File: src/rtl/l2req_arbiter_rr_pkg.sv
// Shared types and constants for the core->L2 request path.
package l2req_arbiter_rr_pkg;

    // One L2 request beat; .valid marks an occupied slot / pending request.
    typedef struct packed {
        logic        valid;
        logic [1:0]  cmd;
        logic [31:0] addr;
        logic [7:0]  tag;
    } l2req_packet_t;

    localparam int L2REQ_PKT_W = $bits(l2req_packet_t);

    localparam int L2REQ_UNIT_ICACHE = 0;
    localparam int L2REQ_UNIT_DCACHE = 1;
    localparam int L2REQ_UNIT_STBUF  = 2;

    // Index width that stays at least one bit wide for the single-requester case.
    function automatic int idx_width(input int n);
        return (n > 1) ? $clog2(n) : 1;
    endfunction

endpackage

File: src/rtl/l2req_arbiter_rr_priority_picker.sv
// Combinational rotating-priority picker: first set request bit at or after
// ptr, wrapping around. ptr = 0 gives plain lowest-index-first priority.
module rr_priority_picker
    import l2req_arbiter_rr_pkg::*;
#(
    parameter  int WIDTH = 3,
    localparam int IW    = idx_width(WIDTH)
) (
    input  logic [WIDTH-1:0] req,
    input  logic [IW-1:0]    ptr,
    output logic [WIDTH-1:0] gnt,
    output logic [IW-1:0]    gnt_idx,
    output logic             any
);

    // Two passes: indices at/above the pointer first, then the wrapped-around ones.
    always_comb begin
        gnt     = '0;
        gnt_idx = '0;
        any     = 1'b0;
        for (int i = 0; i < WIDTH; i++) begin
            if (!any && req[i] && (IW'(i) >= ptr)) begin
                any     = 1'b1;
                gnt[i]  = 1'b1;
                gnt_idx = IW'(i);
            end
        end
        for (int i = 0; i < WIDTH; i++) begin
            if (!any && req[i]) begin
                any     = 1'b1;
                gnt[i]  = 1'b1;
                gnt_idx = IW'(i);
            end
        end
    end

endmodule

File: src/rtl/l2req_arbiter_rr.sv
// N-way arbiter merging per-unit L2 request streams into one registered
// request slot, with round-robin or fixed priority plus a starvation guard.
module l2req_arbiter_rr
    import l2req_arbiter_rr_pkg::*;
#(
    parameter  int NUM_REQUESTERS = 3,
    parameter  bit ROUND_ROBIN    = 1'b1,
    parameter  int MAX_WAIT       = 15,
    localparam int IW             = idx_width(NUM_REQUESTERS),
    localparam int CW             = $clog2(MAX_WAIT + 1)
) (
    input  logic                                 clk,
    input  logic                                 reset,
    input  l2req_packet_t [NUM_REQUESTERS-1:0]   unit_packet_i,
    output logic [NUM_REQUESTERS-1:0]            unit_ready_o,
    input  logic                                 l2req_ready,
    output l2req_packet_t                        l2req_packet,
    output logic [IW-1:0]                        grant_index_o
);

    logic [NUM_REQUESTERS-1:0] req;
    logic [NUM_REQUESTERS-1:0] sat;
    logic [IW-1:0]             rr_ptr;
    logic [IW-1:0]             pick_ptr;
    logic [NUM_REQUESTERS-1:0] main_gnt, sat_gnt, win_gnt;
    logic [IW-1:0]             main_idx, sat_idx, win_idx;
    logic                      main_any, sat_any, win_any;
    logic                      slot_free;
    logic [CW-1:0]             wait_cnt [NUM_REQUESTERS];

    assign slot_free = !l2req_packet.valid || l2req_ready;
    assign pick_ptr  = ROUND_ROBIN ? rr_ptr : '0;

    // Pending requests, and the subset whose wait counter has saturated.
    always_comb begin
        req = '0;
        sat = '0;
        for (int i = 0; i < NUM_REQUESTERS; i++) begin
            req[i] = unit_packet_i[i].valid;
            sat[i] = unit_packet_i[i].valid && (wait_cnt[i] == CW'(MAX_WAIT));
        end
    end

    rr_priority_picker #(.WIDTH(NUM_REQUESTERS)) u_pick_main (
        .req     (req),
        .ptr     (pick_ptr),
        .gnt     (main_gnt),
        .gnt_idx (main_idx),
        .any     (main_any)
    );

    rr_priority_picker #(.WIDTH(NUM_REQUESTERS)) u_pick_sat (
        .req     (sat),
        .ptr     ('0),
        .gnt     (sat_gnt),
        .gnt_idx (sat_idx),
        .any     (sat_any)
    );

    // Starved units override the normal order in fixed-priority mode only.
    always_comb begin
        win_gnt = main_gnt;
        win_idx = main_idx;
        win_any = main_any;
        if (!ROUND_ROBIN && sat_any) begin
            win_gnt = sat_gnt;
            win_idx = sat_idx;
            win_any = 1'b1;
        end
    end

    // Accept is combinational so the slot can be refilled in the handshake cycle.
    always_comb begin
        unit_ready_o = '0;
        if (slot_free && !reset) begin
            unit_ready_o = win_gnt;
        end
    end

    // Output slot: load the winner when free, otherwise hold the packet untouched.
    always_ff @(posedge clk or posedge reset) begin
        if (reset) begin
            l2req_packet  <= '0;
            grant_index_o <= '0;
        end else if (slot_free) begin
            if (win_any) begin
                l2req_packet  <= unit_packet_i[win_idx];
                grant_index_o <= win_idx;
            end else begin
                l2req_packet  <= '0;
            end
        end
    end

    // Round-robin pointer moves just past the last winner.
    always_ff @(posedge clk or posedge reset) begin
        if (reset) begin
            rr_ptr <= '0;
        end else if (slot_free && win_any) begin
            rr_ptr <= (win_idx == IW'(NUM_REQUESTERS - 1)) ? '0 : win_idx + 1'b1;
        end
    end

    // Per-unit lost-arbitration counters; idle in round-robin mode.
    always_ff @(posedge clk or posedge reset) begin
        if (reset) begin
            for (int i = 0; i < NUM_REQUESTERS; i++) begin
                wait_cnt[i] <= '0;
            end
        end else begin
            for (int i = 0; i < NUM_REQUESTERS; i++) begin
                if (ROUND_ROBIN || !req[i] || (slot_free && win_gnt[i])) begin
                    wait_cnt[i] <= '0;
                end else if (slot_free && (wait_cnt[i] != CW'(MAX_WAIT))) begin
                    wait_cnt[i] <= wait_cnt[i] + 1'b1;
                end
            end
        end
    end

endmodule

File: config.mk
export PLATFORM = sky130hd
export DESIGN_NAME = l2req_arbiter_rr
export DESIGN_NICKNAME = d
export VERILOG_FILES = /design/src/rtl/l2req_arbiter_rr_pkg.sv /design/src/rtl/l2req_arbiter_rr_priority_picker.sv /design/src/rtl/l2req_arbiter_rr.sv
export SDC_FILE = /design/constraint.sdc
export NUM_CORES = 1
export LEC_CHECK = 0
export CAP_MARGIN = 20
export CELL_PAD_IN_SITES_DETAIL_PLACEMENT = 1
export CELL_PAD_IN_SITES_GLOBAL_PLACEMENT = 1
export CORE_UTILIZATION = 25
export DETAILED_ROUTE_END_ITERATION = 7
export HOLD_SLACK_MARGIN = 0.12
export PLACE_DENSITY = 0.83
export SYNTH_ARGS = -nofsm -noshare
export SYNTH_HDL_FRONTEND = slang
export SYNTH_SLANG_ARGS = --single-unit
export TNS_END_PERCENT = 10
File: constraint.sdc
create_clock -name clk -period 2.3 [get_ports clk]
set_clock_uncertainty 0.05 [all_clocks]
set_input_delay 0.69 -clock clk [delete_from_list [all_inputs] [get_ports clk]]
set_output_delay 0.69 -clock clk [all_outputs]
set_load 0.02 [all_outputs]
[Yosys cells after proc, flatten, opt, wreduce, memory -nomap -nowiden]
Index checks and enable logic that the tools add are counted.
Word-level totals
  register bits: 47
  bits of input ports: 132
  logic and storage cells: 52
Operators by class
  add/sub/neg operators: 1
  order comparisons: 4
  equality and inequality tests: 1
  multiplexer cells: 21
  reduce and logical (&&, ||, !) cells: 19
Operators by type and width (count)
  43-bit binary-select mux with 2-bit select: 1
  43-bit two-way mux: 2
  1-bit two-way mux: 12
  1-bit logical AND: 10
  2-bit two-way mux: 5
  1-bit logical NOT: 7
  1-bit by 2-bit >= comparator with 1-bit output, first input constant: 2
  2-bit by 3-bit < comparator with 1-bit output, second input constant: 1
  3-bit two-way mux: 1
  2-bit by 1-bit adder with 2-bit output, second input constant: 1
  2-bit equality test, second input constant: 1
  2-bit >= comparator, first input constant: 1
  2-bit AND reduction: 1
  1-bit logical OR: 1

[Depth between registers and ports, before layout]
  depth in word-level cells: 23
  depth in mapped cells: 6
  depth with buffers taken out: 4

[Cells and area by module]
A second synthesis with hierarchy kept.
Second synthesis, totals
  cell total of the unflattened synthesis: 314
  area, all modules: 2954.1 um^2
Modules (own cells, without submodules)
  l2req_arbiter_rr: instances 1, cells an instance 300, area each 2854.0 um^2, sequential area each 1176.1 um^2
  rr_priority_picker: instances 1, cells an instance 14, area each 100.1 um^2, sequential area each 0.0 um^2

[Worst setup path before layout]
OpenSTA, ideal clock, no wires.
  path type: input -> output
  from: input unit_packet_i[128] (netlist name)
  to: output unit_ready_o[1]
  data arrival time: 1.873 ns
  data required time: 1.560 ns
  path slack: -0.313 ns
  stages: 5
  buffers on the path: 1
  cells stage by stage: nor2b_1 -> o21ai_1 -> nand3_1 -> clkbuf_1 -> nor3_1
On the way
  word-level cells in the longest chain between the ends: 10
RTL lines
  start: declaration: line l2req_arbiter_rr.sv:14  | input l2req_packet_t [NUM_REQUESTERS-1:0] unit_packet_i,
  1-bit logical AND (*) (2 in a row): line l2req_arbiter_rr_priority_picker.sv:22  | if (!any && req[i] && (IW'(i) >= ptr)) begin
  1-bit two-way mux (*): line l2req_arbiter_rr_priority_picker.sv:22
  1-bit logical NOT: line l2req_arbiter_rr_priority_picker.sv:29  | if (!any && req[i]) begin
  1-bit logical AND: line l2req_arbiter_rr_priority_picker.sv:29
  1-bit two-way mux (*): line l2req_arbiter_rr_priority_picker.sv:29
  1-bit logical NOT (*): line l2req_arbiter_rr_priority_picker.sv:29
  1-bit logical AND (*): line l2req_arbiter_rr_priority_picker.sv:29
  1-bit two-way mux (*): line l2req_arbiter_rr_priority_picker.sv:29
  3-bit two-way mux (*): line l2req_arbiter_rr.sv:75  | if (slot_free && !reset) begin
  end: declaration: line l2req_arbiter_rr.sv:15  | output logic [NUM_REQUESTERS-1:0] unit_ready_o,
Mark *: on every way between the ends. The rest lies on a longest branch, timed or not.

[Final worst setup path]
  from: input l2req_ready
  to: output unit_ready_o[0]
On the way
  word-level cells in the longest chain between the ends: 3
RTL lines
  start: declaration: line l2req_arbiter_rr.sv:16  | input logic l2req_ready,
  1-bit logical OR: line l2req_arbiter_rr.sv:31  | assign slot_free = !l2req_packet.valid || l2req_ready;
  1-bit logical AND: line l2req_arbiter_rr.sv:75
  3-bit two-way mux: line l2req_arbiter_rr.sv:75
No other way between the ends.

==> flow_metrics.py <==
metrics = {
    "critical_path": {
        "crit_path_cell_trace": "dlygate4sd2_1 > nor2b_4 > nor2_1 > o2111a_1 > buf_2",
        "start_kind": "primary input",
        "end_kind": "output port",
        "max_stage_delay_ns": 0.27,
        "slowest_stage": "dlygate4sd2_1",
        "cp_max_fo": 4,
        "cp.required_ns": 1.56,
        "reg2reg_depth": 5,
        "critPathKind": "primary input to output port",
        "cp.arrival_ns": 1.52,
    },
    "cells_and_area": {
        "fin_util_pct": 45.90,
        "syn_to_final_growth_pct": 79.27,
        "multi_input_area_um2": 1346,
        "final_nets": 580,
        "n_antenna_cell": 0,
        "final_common_cell": "clkdlybuf4s50_1",
        "n_fill_cell": 1165,
        "layout_common_cells": "clkdlybuf4s50_1 (171), nand2_1 (90), dfrtp_1 (45)",
        "layout.area.seq_um2": 1179,
        "layout-drive-gt1-share_pct": 9.396,
    },
    "synthesis": {
        "synth_seq_cells": 47,
        "netlist.area_leader.share_pct": 44.70,
        "synth-async-reset-ratio_pct": 100.0,
        "syn_nets": 402,
        "syn_area_um2": 2631,
        "synth-edff-count": 0,
        "synth_cells": 270,
        "synth_cell_types": 23,
        "avgSynthCellArea_um2": 9.745,
        "ys_top_cells_by_area": "dfrtp_1 (45%), mux2i_1 (16%), o221ai_1 (14%), nand2_1 (13%), buf_12 (3.0%)",
        "ys.flop_type": "dfrtp_1",
        "yosysSeqAreaShare_pct": 44.70,
        "ys_warn_count": 0,
        "yosysTopAreaCell": "dfrtp_1",
    },
    "timing": {
        "fin_hold_ws_ns": 0.4431,
        "drv_slew": 0,
        "fin_crit_ns": 2.262,
        "fmaxAchievable_ghz": 0.4421,
        "finalSetupViolations": 0,
        "slew_headroom_pct": 63.77,
        "hold_viol": 0,
        "grt_setup_unrepaired": "true",
        "tightest_slew_ns": 0.5434,
        "fin_crit_sh_pct": 98.35,
    },
    "cts": {
        "cts_inserted_buffers": 5,
        "cts_max_path_buffers": 2,
        "clkTransAtPathRegs_ns": 0.09,
        "htreeDepth": 2,
        "cts_root_buf": "clkbuf_8",
        "clock_sinks": 47,
        "clk_latency_ns": 0.29,
        "cts_tree": "built",
    },
    "routing": {
        "wl_per_cell_um": 17.20,
        "drt_iter0_drc": 76,
        "wl_mm": 10.03,
        "viasPerCell": 4.964,
        "num_vias": 2894,
        "dr.pass1.iters": 4,
        "ant_nets": 0,
        "drc": 0,
    },
    "power_and_ir_drop": {
        "power_frac_seq_pct": 36.9,
        "switching_share_pct": 35.56,
        "switchingPower_mw": 1.088,
        "finalPower_mw": 3.060,
        "vdd_drop_max_mv": 0.2262,
        "clkPwrFrac_pct": 15.3,
        "leakagePower_nw": 2.088,
        "pwr-share-comb_pct": 47.8,
        "internal_power_mw": 1.972,
        "p_per_area_nw_per_um2": 648.7,
    },
    "min_path": {
        "min_delay_path_depth": 2,
        "hold_class": "register to register",
    },
    "grt": {
        "grt_max_degree": 48,
        "antenna_found_initial": 0,
        "first_global_vias": 3141,
        "grt_use_total_pct": 18.60,
        "grt_pass1_wl_mm": 16.19,
        "grt_overflow": 0,
    },
    "outcome": {
        "outcome": "complete, no violations",
    },
    "floorplan": {
        "die_x_um": 104.6,
        "fp-row-count": 37,
        "core_um2": 10280,
        "pin_count": 180,
        "dieArea_um2": 10940,
        "die_h_um": 104.6,
        "initial_core_util_pct": 25.60,
    },
    "place": {
        "dp_hpwl_mm": 7.256,
        "io_buffers": 179,
        "gp_congestion": 0.7427,
    },
    "run": {
        "maxCapViolCount": 0,
    },
}
[metal layers]
layer  track usage [%]  vias up  share of wire [%]
li1                  -     1335                  -
met1             20.56     1439                 39
met2             35.62      116                 53
met3             4.866        4                7.3
met4             3.421        0               0.48
met5                 0        -                  0
[timing repair]
action | in CTS | in global routing
resized for setup | 33 | 8
setup endpoints to repair | 46 | 4
endpoints found under the hold margin | 0 | 0
pin swaps | 5 | 4
hold buffers | 0 | 0
buffers inserted | 2 | 0
[layout make-up]
class                           count  share of cell area [%]
Sequential cell                    47                   24.99
Inverter                            1                 0.07958
Clock buffer                        6                   1.538
Multi-Input combinational cell    198                   28.54
Tap cell                          136                   3.607
Timing Repair Buffer              195                   41.25
[cell usage after synthesis (2+ instances only)]
cell and instances:
o221ai_1 42, buf_12 4, nand2_1 90, nor2b_1 3, dfrtp_1 47, o21ai_1 3
mux2i_1 42, nor3_1 3, nand2b_1 2, o21ai_0 2, buf_2 4, nor2_1 3
clkbuf_1 15
[state kept, by name (all words and copies together) (netlist names)]
signal / cells
pick_ptr: 2
grant_index_o: 2
l2req_packet: 43
[power groups by stage]
| stage | Clock, mW | Sequential (mW) | Combinational, mW |
|---|---|---|---|
| CTS | 0.503 | 1.12 | 1.48 |
| floorplan | 0 | 1.34 | 0.521 |
| detailed placement | 0 | 1.14 | 1.46 |
| global route | 0.535 | 1.15 | 1.56 |
| finish | 0.469 | 1.13 | 1.46 |
| global placement | 0 | 1.12 | 1.42 |
[worst max-delay path: cells and delay by family]
kind | cells | cell delay, ns
and+or+nand+nor | 2 | 0.27
buffers and inverters | 2 | 0.43
AOI/OAI and AO/OA | 1 | 0.13
[metrics by stage]
| stage | worst slack (ns) | area, µm² | cells | TNS (ns) |
|---|---|---|---|---|
| 2_1_floorplan | -0.05432 | 2650 | 270 | -0.05432 |
| 4_1_cts | 0.009329 | 4718 | 583 | 0 |
| 6_report | 0.03788 | 4717 | 583 | 0 |
| 5_1_grt | -0.006436 | 4717 | 583 | -0.006436 |
| 3_5_place_dp | -0.7998 | 4621 | 575 | -29.26 |
| 3_3_place_gp | -0.7272 | 4621 | 575 | -25.56 |
[path summary, 6_finish.rpt]
path / slack, ns / end / start
worst max-delay path: 0.04 / unit_ready_o[0] / l2req_ready
worst min-delay path: 0.44 / l2req_packet[27] / l2req_packet[27]
worst max register to register: 0.19 / l2req_packet[21] / pick_ptr[0]
max in group asynchronous: 1.24 / pick_ptr[1] / reset
worst min register to register: 0.44 / l2req_packet[27] / l2req_packet[27]
min in group asynchronous: 0.73 / l2req_packet[26] / reset
[kinds of logic (layout without fill, tap and decap cells)]
group	Yosys count	count (layout)	synth area share [%]
AND/OR/NAND/NOR	105	105	16.31
buffers and inverters	25	202	6.514
AO/OA/AOI/OAI	51	51	16.50
flip-flops	47	47	44.70
multiplexers	42	42	15.98
Power figures use the tool's default switching activity.
